## src/rtl/uart_rx_ctrl.sv

```systemverilog
`default_nettype none
// ============================================================================
// Module  : uart_rx_ctrl
// Brief   : Rx_async byte handshake, FWFT receive FIFO with per-byte error
//           flags, and threshold / timeout / overflow interrupt generation.
// Revision: 1.0 - initial release
// ============================================================================
module uart_rx_ctrl #(
    parameter int ADDR_W        = 4,
    parameter int TIMEOUT_CHARS = 4
) (
    input  logic              clk,
    input  logic              reset_n,
    input  logic              baud_clock,
    input  logic              bit8,
    input  logic              parity_en,
    input  logic              receive_full,
    input  logic [7:0]        rx_data,
    input  logic              parity_err,
    input  logic              framing_err,
    output logic              read_rx_byte,
    output logic              clear_parity,
    output logic              clear_framing,
    input  logic              host_rd,
    output logic [7:0]        host_data,
    output logic              host_pe,
    output logic              host_fe,
    output logic [ADDR_W:0]   rx_level,
    output logic              rx_empty,
    output logic              rx_full,
    input  logic [ADDR_W:0]   threshold,
    input  logic              ovf_clear,
    output logic              overflow,
    output logic              timeout,
    input  logic [2:0]        irq_en,
    output logic              irq
);

    localparam int              c_depth_n    = 1 << ADDR_W;
    localparam logic [ADDR_W:0] c_depth      = (ADDR_W+1)'(c_depth_n);
    localparam logic [11:0]     c_tmo_chars  = 12'(TIMEOUT_CHARS);
    localparam logic [11:0]     c_cnt_max    = 12'hFFF;

    typedef enum logic [1:0] {
        ST_IDLE = 2'd0,
        ST_ACK  = 2'd1,
        ST_WAIT = 2'd2
    } state_t;

    state_t            r_state;
    logic              r_read_rx_byte;
    logic              r_clear_parity;
    logic              r_clear_framing;
    logic [ADDR_W-1:0] r_wptr;
    logic [ADDR_W-1:0] r_rptr;
    logic [ADDR_W:0]   r_level;
    logic [9:0]        r_mem [c_depth_n];
    logic              r_overflow;
    logic              r_timeout;
    logic [11:0]       r_cnt;

    logic              w_capture;
    logic              w_pop;
    logic              w_space;
    logic              w_push;
    logic              w_drop;
    logic              w_tmo_clr;
    logic              w_thr_hit;
    logic [3:0]        w_frame_bits;
    logic [7:0]        w_char_ticks;
    logic [11:0]       w_limit;
    logic [11:0]       w_cnt_next;
    logic [9:0]        w_head;

    assign rx_empty  = (r_level == '0);
    assign rx_full   = (r_level == c_depth);
    assign w_pop     = host_rd & ~rx_empty;
    assign w_capture = (r_state == ST_IDLE) & receive_full;
    // A full FIFO still has room when the host frees the head this same cycle.
    assign w_space   = ~rx_full | w_pop;
    assign w_push    = w_capture & w_space;
    assign w_drop    = w_capture & ~w_space;

    always_ff @(posedge clk or negedge reset_n) begin
        if (!reset_n) begin
            r_state         <= ST_IDLE;
            r_read_rx_byte  <= 1'b0;
            r_clear_parity  <= 1'b0;
            r_clear_framing <= 1'b0;
        end else begin
            r_read_rx_byte  <= 1'b0;
            r_clear_parity  <= 1'b0;
            r_clear_framing <= 1'b0;
            case (r_state)
                ST_IDLE: begin
                    if (receive_full) begin
                        r_read_rx_byte  <= 1'b1;
                        r_clear_parity  <= parity_err;
                        r_clear_framing <= framing_err;
                        r_state         <= ST_ACK;
                    end
                end
                ST_ACK:  r_state <= ST_WAIT;
                ST_WAIT: begin
                    if (!receive_full) begin
                        r_state <= ST_IDLE;
                    end
                end
                default: r_state <= ST_IDLE;
            endcase
        end
    end

    assign read_rx_byte  = r_read_rx_byte;
    assign clear_parity  = r_clear_parity;
    assign clear_framing = r_clear_framing;

    always_ff @(posedge clk or negedge reset_n) begin
        if (!reset_n) begin
            r_wptr  <= '0;
            r_rptr  <= '0;
            r_level <= '0;
        end else begin
            if (w_push) begin
                r_wptr <= r_wptr + 1'b1;
            end
            if (w_pop) begin
                r_rptr <= r_rptr + 1'b1;
            end
            case ({w_push, w_pop})
                2'b10:   r_level <= r_level + 1'b1;
                2'b01:   r_level <= r_level - 1'b1;
                default: r_level <= r_level;
            endcase
        end
    end

    // Storage needs no reset: an empty FIFO masks the head to zero.
    always_ff @(posedge clk) begin
        if (w_push) begin
            r_mem[r_wptr] <= {framing_err, parity_err, rx_data};
        end
    end

    assign w_head    = rx_empty ? 10'd0 : r_mem[r_rptr];
    assign host_data = w_head[7:0];
    assign host_pe   = w_head[8];
    assign host_fe   = w_head[9];
    assign rx_level  = r_level;

    always_ff @(posedge clk or negedge reset_n) begin
        if (!reset_n) begin
            r_overflow <= 1'b0;
        end else if (w_drop) begin
            r_overflow <= 1'b1;
        end else if (ovf_clear) begin
            r_overflow <= 1'b0;
        end
    end

    assign w_frame_bits = 4'd9 + {3'b000, bit8} + {3'b000, parity_en};
    assign w_char_ticks = {w_frame_bits, 4'b0000};
    assign w_limit      = c_tmo_chars * {4'b0000, w_char_ticks};
    assign w_tmo_clr    = w_push | w_pop | rx_empty;
    assign w_cnt_next   = w_tmo_clr ? 12'd0 :
                          (baud_clock && (r_cnt != c_cnt_max)) ? r_cnt + 12'd1 : r_cnt;

    // Flag is set on the same edge the count reaches the limit, then held.
    always_ff @(posedge clk or negedge reset_n) begin
        if (!reset_n) begin
            r_cnt     <= '0;
            r_timeout <= 1'b0;
        end else begin
            r_cnt     <= w_cnt_next;
            r_timeout <= w_tmo_clr ? 1'b0 : (r_timeout | (w_cnt_next >= w_limit));
        end
    end

    assign overflow  = r_overflow;
    assign timeout   = r_timeout;
    assign w_thr_hit = irq_en[0] & (threshold != '0) & (r_level >= threshold);
    assign irq       = w_thr_hit | (irq_en[1] & r_timeout) | (irq_en[2] & r_overflow);

endmodule
`default_nettype wire

```

## config.mk

```make
export PLATFORM = sky130hd
export DESIGN_NAME = uart_rx_ctrl
export DESIGN_NICKNAME = d
export VERILOG_FILES = /design/src/rtl/uart_rx_ctrl.sv
export SDC_FILE = /design/constraint.sdc
export NUM_CORES = 1
export LEC_CHECK = 0
export CAP_MARGIN = 25
export CORE_ASPECT_RATIO = 2
export CORE_UTILIZATION = 45
export DETAILED_ROUTE_END_ITERATION = 8
export PLACE_DENSITY_LB_ADDON = 0.05
export REMOVE_ABC_BUFFERS = 1
export SLEW_MARGIN = 20
export SYNTH_ARGS = -nofsm -noshare
export SYNTH_HDL_FRONTEND = slang
export SYNTH_SLANG_ARGS = --single-unit
```

## constraint.sdc

```tcl
create_clock -name clk -period 3.72 [get_ports clk]
set_input_delay 0.372 -clock clk [delete_from_list [all_inputs] [get_ports clk]]
set_output_delay 0.372 -clock clk [all_outputs]
set_load 0.05 [all_outputs]
```

Word-level counts from Yosys, hierarchy flattened. Memory sizes are Yosys's and may differ from the RTL's. Index checks and enable logic that the tools add are counted. Widths: inputs -> output; s select.

Multiplexer cells: 18. $add $sub $neg: 7. Bitwise logic cells: 17. Reductions and logical operators: 7. Equality and inequality tests: 8. Order comparisons: 2.

Operator list (count): $mux 12 (2); $add 12x1->12 const B (1); $ge 12x10->1 (1); $ne 12x12->1 const B (1); $mux 1 (11); $mux 10 (1); $pmux 5 s2 (1); $add 4x1->4 const B (2); $and 1x1->1 (8); $or 1x1->1 (6); $pmux 2 s3 (1); $add 5x1->5 const B (1); $eq 5x5->1 const B (1); $ge 5x5->1 (1); $logic_not 5->1 (1); $reduce_bool 5->1 (1); $sub 5x1->5 const B (1); $add 4x1->4 (1); $add 4x1->4 const A (1); $eq 2x1->1 const B (2); $eq 2x2->1 const B (2); $mux 2 (2); $ne 2x2->1 const B (2); $reduce_bool 2->1 (2); other kinds (4) (6).

Flip-flop bits (word level): 32. Memories: 1. Output and inout port bits: 23. Input bits: 26. Bits in writable memories: 160. Word-level logic and storage cells: 70.

Memories: r_mem (words 16, bits a word 10, read ports 1, clocked after Yosys merged registers in 0, write ports 1, line 57) `logic [9:0] r_mem [c_depth_n];`.

Depth between registers and ports, before layout. Gate-level depths: netlist of the first run.

Word-level depth: 11. Gate-level depth with buffers: 15.

Worst setup path before layout of the first run. Ideal clock, no wire load.

Path type: register -> output. Start point: register r_level[0], in the netlist rx_level[0]. End point: output port irq. Stages on the path, launching flop included: 9. Path slack: 0.685 ns. Arrival time: 2.663 ns. Required time: 3.348 ns. Path through: dfrtp_1 inv_1 ha_1 nand2b_1 a21o_1 a21o_1 a21o_1 a21oi_1 o21ai_0.

Word-level cells in the longest chain between the ends: 4.

Ends and longest elaborated chain: start: declaration (line 56) `logic [ADDR_W:0] r_level;`; start signal: assignment (line 131) `2'b10: r_level <= r_level + 1'b1;`; start signal: assignment (line 132) `2'b01: r_level <= r_level - 1'b1;`; start signal: assignment (line 133) `default: r_level <= r_level;`; $ge 5x5->1 (line 181) `assign w_thr_hit = irq_en[0] & (threshold != '0) & (r_level >= threshold);`; $and 1x1->1 (line 181); $or 1x1->1 (2 in series) (line 182) `assign irq = w_thr_hit | (irq_en[1] & r_timeout) | (irq_en[2] & r_overflow);`; end: declaration (line 36) `output logic irq`.

Every way passes these cells.

Worst setup path after layout of the first run.
Start point: register r_rptr[0]. End point: output port host_data[5].

Word-level cells in the longest chain between the ends: 2.

Ends and longest elaborated chain: start: declaration (line 55) `logic [ADDR_W-1:0] r_rptr;`; start signal: assignment (line 128) `r_rptr <= r_rptr + 1'b1;`; $mem_v2 16x10; $mux 10 (line 145) `assign w_head = rx_empty ? 10'd0 : r_mem[r_rptr];`; end: declaration (line 25) `output logic [7:0] host_data,`.

Every way passes these cells.

==> impl_metrics.env, run 1 <==
export IMPL_core_area_um2=17700
export IMPL_max_slew_margin_rel=0.486
export IMPL_drt_iter0_markers=168
export IMPL_crit_fanout=19
export IMPL_fin_crit_sh=0.913
export IMPL_synth_ff_type="edfxtp_1"
export IMPL_setup_violations=0
export IMPL_grt_overflow=0
export IMPL_crit_path_start_kind="register"
export IMPL_ir_worst_vdd_mv=0.417
export IMPL_crit_chain="buf_4, mux4_2, mux4_2, nor2b_1, clkdlybuf4s50_1"
export IMPL_clk_pin_slew_worst_paths_ps=70
export IMPL_reg2reg_slack_ps=730
export IMPL_final_cell_mix="edfxtp_1 (160), mux4_2 (50), clkdlybuf4s50_1 (48)"
export IMPL_drv_slew=0
export IMPL_ant_nets=0
export IMPL_synthToLayoutAreaGrowth_pct=18.4
export IMPL_routedWlPerCell_um=22.8
export IMPL_power_leakage_nw=3.35
export IMPL_seq_area_frac_synth=0.690
export IMPL_power_mw=7.12
export IMPL_port_buffers=48
export IMPL_r2r_end="timeout"
export IMPL_dp_slack_ps=657
export IMPL_postCtsSetupBuffers=0
export IMPL_tightest_slew_ps=771
export IMPL_ctsResizeCount=0
export IMPL_max_clock_freq_mhz=295
export IMPL_routed_wl_um=17300
export IMPL_num_vias=4316
export IMPL_hold_class="in2async"
export IMPL_status="complete, no violations"
export IMPL_critPathKind="reg2out"
export IMPL_row_count=69
export IMPL_hold_violations=0
export IMPL_crit_top_cell="mux4_2"
export IMPL_arrival_ps=3020
export IMPL_worstSkewPairLatency_ps=420
export IMPL_maxCapViolCount=0
export IMPL_grt_usage=0.199
export IMPL_diodes=0
export IMPL_die_h_um=192
export IMPL_io_pins=49
export IMPL_timing_rr_start="rx_level[1]"
export IMPL_postCtsHoldBufs=0
export IMPL_grt_pass1_wl_um=26600
export IMPL_grt_max_degree=26
export IMPL_antenna_found_initial=0
export IMPL_powerDensity_nw_per_um2=741
export IMPL_finalSetupTns_ps=0
export IMPL_yosysWarningCount=0
export IMPL_fin_worst_skew_ps=9.77
export IMPL_final_common_cell="edfxtp_1"
export IMPL_cts_sinks=192
export IMPL_stdcell_area_um2=9620
export IMPL_cpPeakStageDelay_ps=700
export IMPL_initial_core_util=0.459
export IMPL_clk_path_buf_depth=2
export IMPL_grt_pass1_vias=4645
export IMPL_drc=0
export IMPL_die_w_um=97.0
export IMPL_cp_required_ps=3350
export IMPL_synth_seq_cells=192
export IMPL_slowest_stage="clkdlybuf4s50_1"
export IMPL_final_nets=580
export IMPL_setup_ws_ps=325
export IMPL_reg2regPathDepth=14
export IMPL_path_buf_inv=2
export IMPL_fp_dieArea_um2=18600
export IMPL_synthArstFlopShare=0.167
export IMPL_dr_pass1_iters=4
export IMPL_synth_edf_count=160
export IMPL_dp_hpwl_um=11500
export IMPL_cpLargestDelayFamily="buffers and inverters"
export IMPL_avgSynthCellArea_um2=17.8
export IMPL_gp_congestion=0.879
export IMPL_rsz0062_at_grt="false"
export IMPL_placed_cell_area_um2=9070
export IMPL_cts_root_buf="clkbuf_16"
export IMPL_fillCellCount=1387
export IMPL_cts_max_level=4
export IMPL_avgViaCountPerCell=5.67
export IMPL_synth_distinct_cells=47
export IMPL_cts_made_buffers=17
export IMPL_syn_area_um2=8120
export IMPL_fin_cells=761
export IMPL_crit_path_end_kind="primary output"
export IMPL_cts_tree="done"
export IMPL_synthCells=457
export IMPL_dpl_cell_count=729
export IMPL_drive_gt1_frac=0.239
export IMPL_period_minus_slack_ps=3390
==> logic make-up after synthesis <==
group | Yosys count | synth area share
fa+ha+maj | 19 | 0.0302
compound gates | 27 | 0.0237
mux | 56 | 0.146
buf+inv | 46 | 0.0222
simple gates | 96 | 0.0644
xor+xnor | 21 | 0.0227
flops | 192 | 0.690
==> worst reg2reg max path: stages, from the launching register on <==
cell,delay [ps]
dfrtp_1,450
nor4_1,290
nand2_1,100
nor2_1,230
nor2b_1,80
buf_4,160
inv_2,150
ha_1,190
o21ai_2,160
nor2_1,200
ha_1,260
a21oi_1,150
nand2_1,70
a31oi_1,260
o31ai_1,110
==> metrics by stage <==
step,utilization,hold WS (ps)
global placement,0.512,463
CTS,0.543,394
global route,0.543,441
finish,0.543,380
floorplan,-,76.4
detailed placement,0.512,481
==> power by group <==
group / internal (mW) / switching, mW / total [mW]
Sequential: 2.54 / 0.206 / 2.75
Combinational: 1.22 / 1.45 / 2.67
Clock: 0.934 / 0.768 / 1.70
==> worst max-delay path by stage <==
stage / start / end / slack, ps / cells after the start
3_3_place_gp: receive_full / timeout / 670 / 13
4_1_cts: r_rptr[0] / host_data[5] / 270 / 5
5_1_grt: r_rptr[0] / host_data[3] / 200 / 5
6_report: r_rptr[0] / host_data[5] / 330 / 5
3_5_place_dp: receive_full / timeout / 660 / 13
2_1_floorplan: r_rptr[0] / host_data[0] / 220 / 3
==> synthesized netlist by cell type, drive strengths merged, types with 2 or more instances <==
cell,count,area (um^2)
nand2,19,71.3
mux4,50,1130
o21ai,7,38.8
xnor2,16,140
nor2,25,96.4
nor3b,2,20.0
buf,7,33.8
clkbuf,11,41.3
a31oi,2,12.5
or4,3,30.0
nand4,4,25.0
inv,28,105
nor4,9,62.6
and2,6,37.5
mux2,2,22.5
xor2,5,43.8
mux2i,4,40.0
dfrtp,32,801
nand3,4,32.5
nor3,6,30.0
edfxtp,160,4800
nand2b,2,12.5
a21o,5,37.5
ha,18,225
a21oi,5,25.0
nor2b,12,75.1
==> flip-flops by register name (all words and copies together) (netlist names) <==
signal	flops
clear_framing	1
clear_parity	1
overflow	1
r_cnt	12
r_mem	160
r_rptr	4
r_state	2
r_wptr	4
read_rx_byte	1
rx_level	5
timeout	1
==> metal layers <==
layer,up-vias,share of wire,track usage
met5,-,0,0
met1,2263,0.39,0.227
met4,0,0.026,0.0855
met3,30,0.028,0.0298
li1,1928,-,-
met2,95,0.56,0.369
==> layout make-up <==
cell class,instances,area (um^2),area share
Inverter,28,105,0.0109
Multi-Input combinational cell,219,2380,0.247
Clock buffer,24,493,0.0513
Sequential cell,192,5610,0.583
Timing Repair Buffer,77,711,0.0739
Clock inverter,8,55.1,0.00573
Tap cell,213,267,0.0277
(Power assumes the default switching activity.)
==> run 2: changes to the inputs <==
- SETUP_SLACK_MARGIN: not set -> 0.05
- SLEW_MARGIN: 20 -> not set
==> results of run 2 <==
No change in the layout: final DEF, timing and power equal those of run 1.
==> run 3: changes to the inputs <==
- CORE_UTILIZATION: 45 -> 59
==> impl_metrics.env, run 3 (synthesis results as in run 1) <==
export IMPL_status="finished, violations left"
export IMPL_violations="DRC"
export IMPL_crit_chain="buf_4, mux4_2, mux4_2, nor2b_1, clkdlybuf4s50_1"
export IMPL_setup_ws_ps=203
export IMPL_fp_dieArea_um2=14300
export IMPL_worstSkewPairLatency_ps=430
export IMPL_hold_violations=0
export IMPL_fin_crit_sh=0.945
export IMPL_rsz0062_at_grt="false"
export IMPL_num_vias=4282
export IMPL_final_common_cell="edfxtp_1"
export IMPL_ctsResizeCount=0
export IMPL_crit_path_start_kind="register"
export IMPL_drv_slew=0
export IMPL_crit_path_end_kind="primary output"
export IMPL_cp_required_ps=3350
export IMPL_dp_slack_ps=628
export IMPL_cts_max_level=4
export IMPL_grt_usage=0.252
export IMPL_dr_pass1_iters=8
export IMPL_routed_wl_um=16400
export IMPL_hold_class="in2async"
export IMPL_synthToLayoutAreaGrowth_pct=16.9
export IMPL_routedWlPerCell_um=23.5
export IMPL_drc=1
export IMPL_crit_top_cell="mux4_2"
export IMPL_grt_pass1_vias=4489
export IMPL_dp_hpwl_um=10800
export IMPL_reg2regPathDepth=14
export IMPL_drive_gt1_frac=0.235
export IMPL_fin_cells=700
export IMPL_setup_violations=0
export IMPL_grt_max_degree=39
export IMPL_die_h_um=168
export IMPL_final_cell_mix="edfxtp_1 (160), mux4_2 (50), clkdlybuf4s50_1 (45)"
export IMPL_clk_path_buf_depth=2
export IMPL_fin_worst_skew_ps=15.5
export IMPL_slowest_stage="clkdlybuf4s50_1"
export IMPL_clk_pin_slew_worst_paths_ps=70
export IMPL_gp_congestion=0.870
export IMPL_reg2reg_slack_ps=820
export IMPL_cts_made_buffers=17
export IMPL_cts_root_buf="clkbuf_16"
export IMPL_antenna_found_initial=0
export IMPL_finalSetupTns_ps=0
export IMPL_period_minus_slack_ps=3520
export IMPL_postCtsHoldBufs=0
export IMPL_diodes=0
export IMPL_max_slew_margin_rel=0.458
export IMPL_grt_pass1_wl_um=25500
export IMPL_initial_core_util=0.604
export IMPL_power_mw=7.10
export IMPL_ant_nets=0
export IMPL_avgViaCountPerCell=6.12
export IMPL_arrival_ps=3140
export IMPL_drt_iter0_markers=340
export IMPL_powerDensity_nw_per_um2=748
export IMPL_largest_register_ffs=160
export IMPL_port_buffers=48
export IMPL_crit_start="r_rptr[0]"
export IMPL_top_register="r_mem"
export IMPL_cpPeakStageDelay_ps=700
export IMPL_maxCapViolCount=0
export IMPL_core_area_um2=13400
export IMPL_postCtsSetupBuffers=0
export IMPL_cts_tree="done"
export IMPL_row_count=60
export IMPL_max_clock_freq_mhz=284
export IMPL_critPathKind="reg2out"
export IMPL_io_pins=49
export IMPL_tightest_slew_ps=813
export IMPL_crit_fanout=22
export IMPL_hold_ws_ps=350
export IMPL_power_leakage_nw=3.33
export IMPL_grt_overflow=0
export IMPL_crit_end="host_data[1]"
export IMPL_ir_worst_vdd_mv=0.574
export IMPL_cts_sinks=192
export IMPL_r2r_end="timeout"
export IMPL_dpl_cell_count=668
export IMPL_final_nets=577
export IMPL_timing_rr_start="rx_level[1]"
export IMPL_die_w_um=85.0
## run 3: worst max-delay path, delay by kind of cell, from the launching register on
kind | cells | cell delay, ps
buffers and inverters | 2 | 1090
and+or+nand+nor | 1 | 140
DFF | 1 | 400
muxes | 2 | 1080
## run 3: power breakdown
part           total [mW]  switching, mW  internal (mW)
Sequential           2.74          0.198           2.54
Clock                1.72          0.788          0.931
Combinational        2.64           1.45           1.19
## run 3: per-layer routing
layer  global-route usage  up-vias  share of wire
met5                    0        -              0
met4                0.117        0          0.032
met3               0.0377       32          0.035
met2                0.455      134           0.57
met1                0.291     2193           0.36
li1                     -     1923              -
## run 3: how the worst min path moves through the flow
stage,from,endpoint,slack [ps],cells past startpoint
after detailed placement,r_state[0],r_state[0],480,1
after floorplan,reset_n,clear_framing,80,0
after global placement,r_state[0],r_state[0],460,1
after CTS,reset_n,r_cnt[7],360,2
after global routing,reset_n,r_cnt[4],390,2
final,reset_n,r_cnt[7],350,2
## run 3: per-stage QoR
step | utilization | area (um^2)
after global routing | 0.706 | 9490
after CTS | 0.706 | 9490
after detailed placement | 0.665 | 8930
after floorplan | - | 8040
final | 0.706 | 9490
after global placement | 0.665 | 8930
## run 3: layout make-up
| type | count | area (um^2) |
|---|---|---|
| Sequential cell | 192 | 5610 |
| Timing Repair Buffer | 74 | 668 |
| Clock buffer | 17 | 425 |
| Tap cell | 155 | 194 |
| Inverter | 28 | 105 |
| Fill cell | 872 | 3950 |
| Clock inverter | 15 | 134 |
| Multi-Input combinational cell | 219 | 2360 |
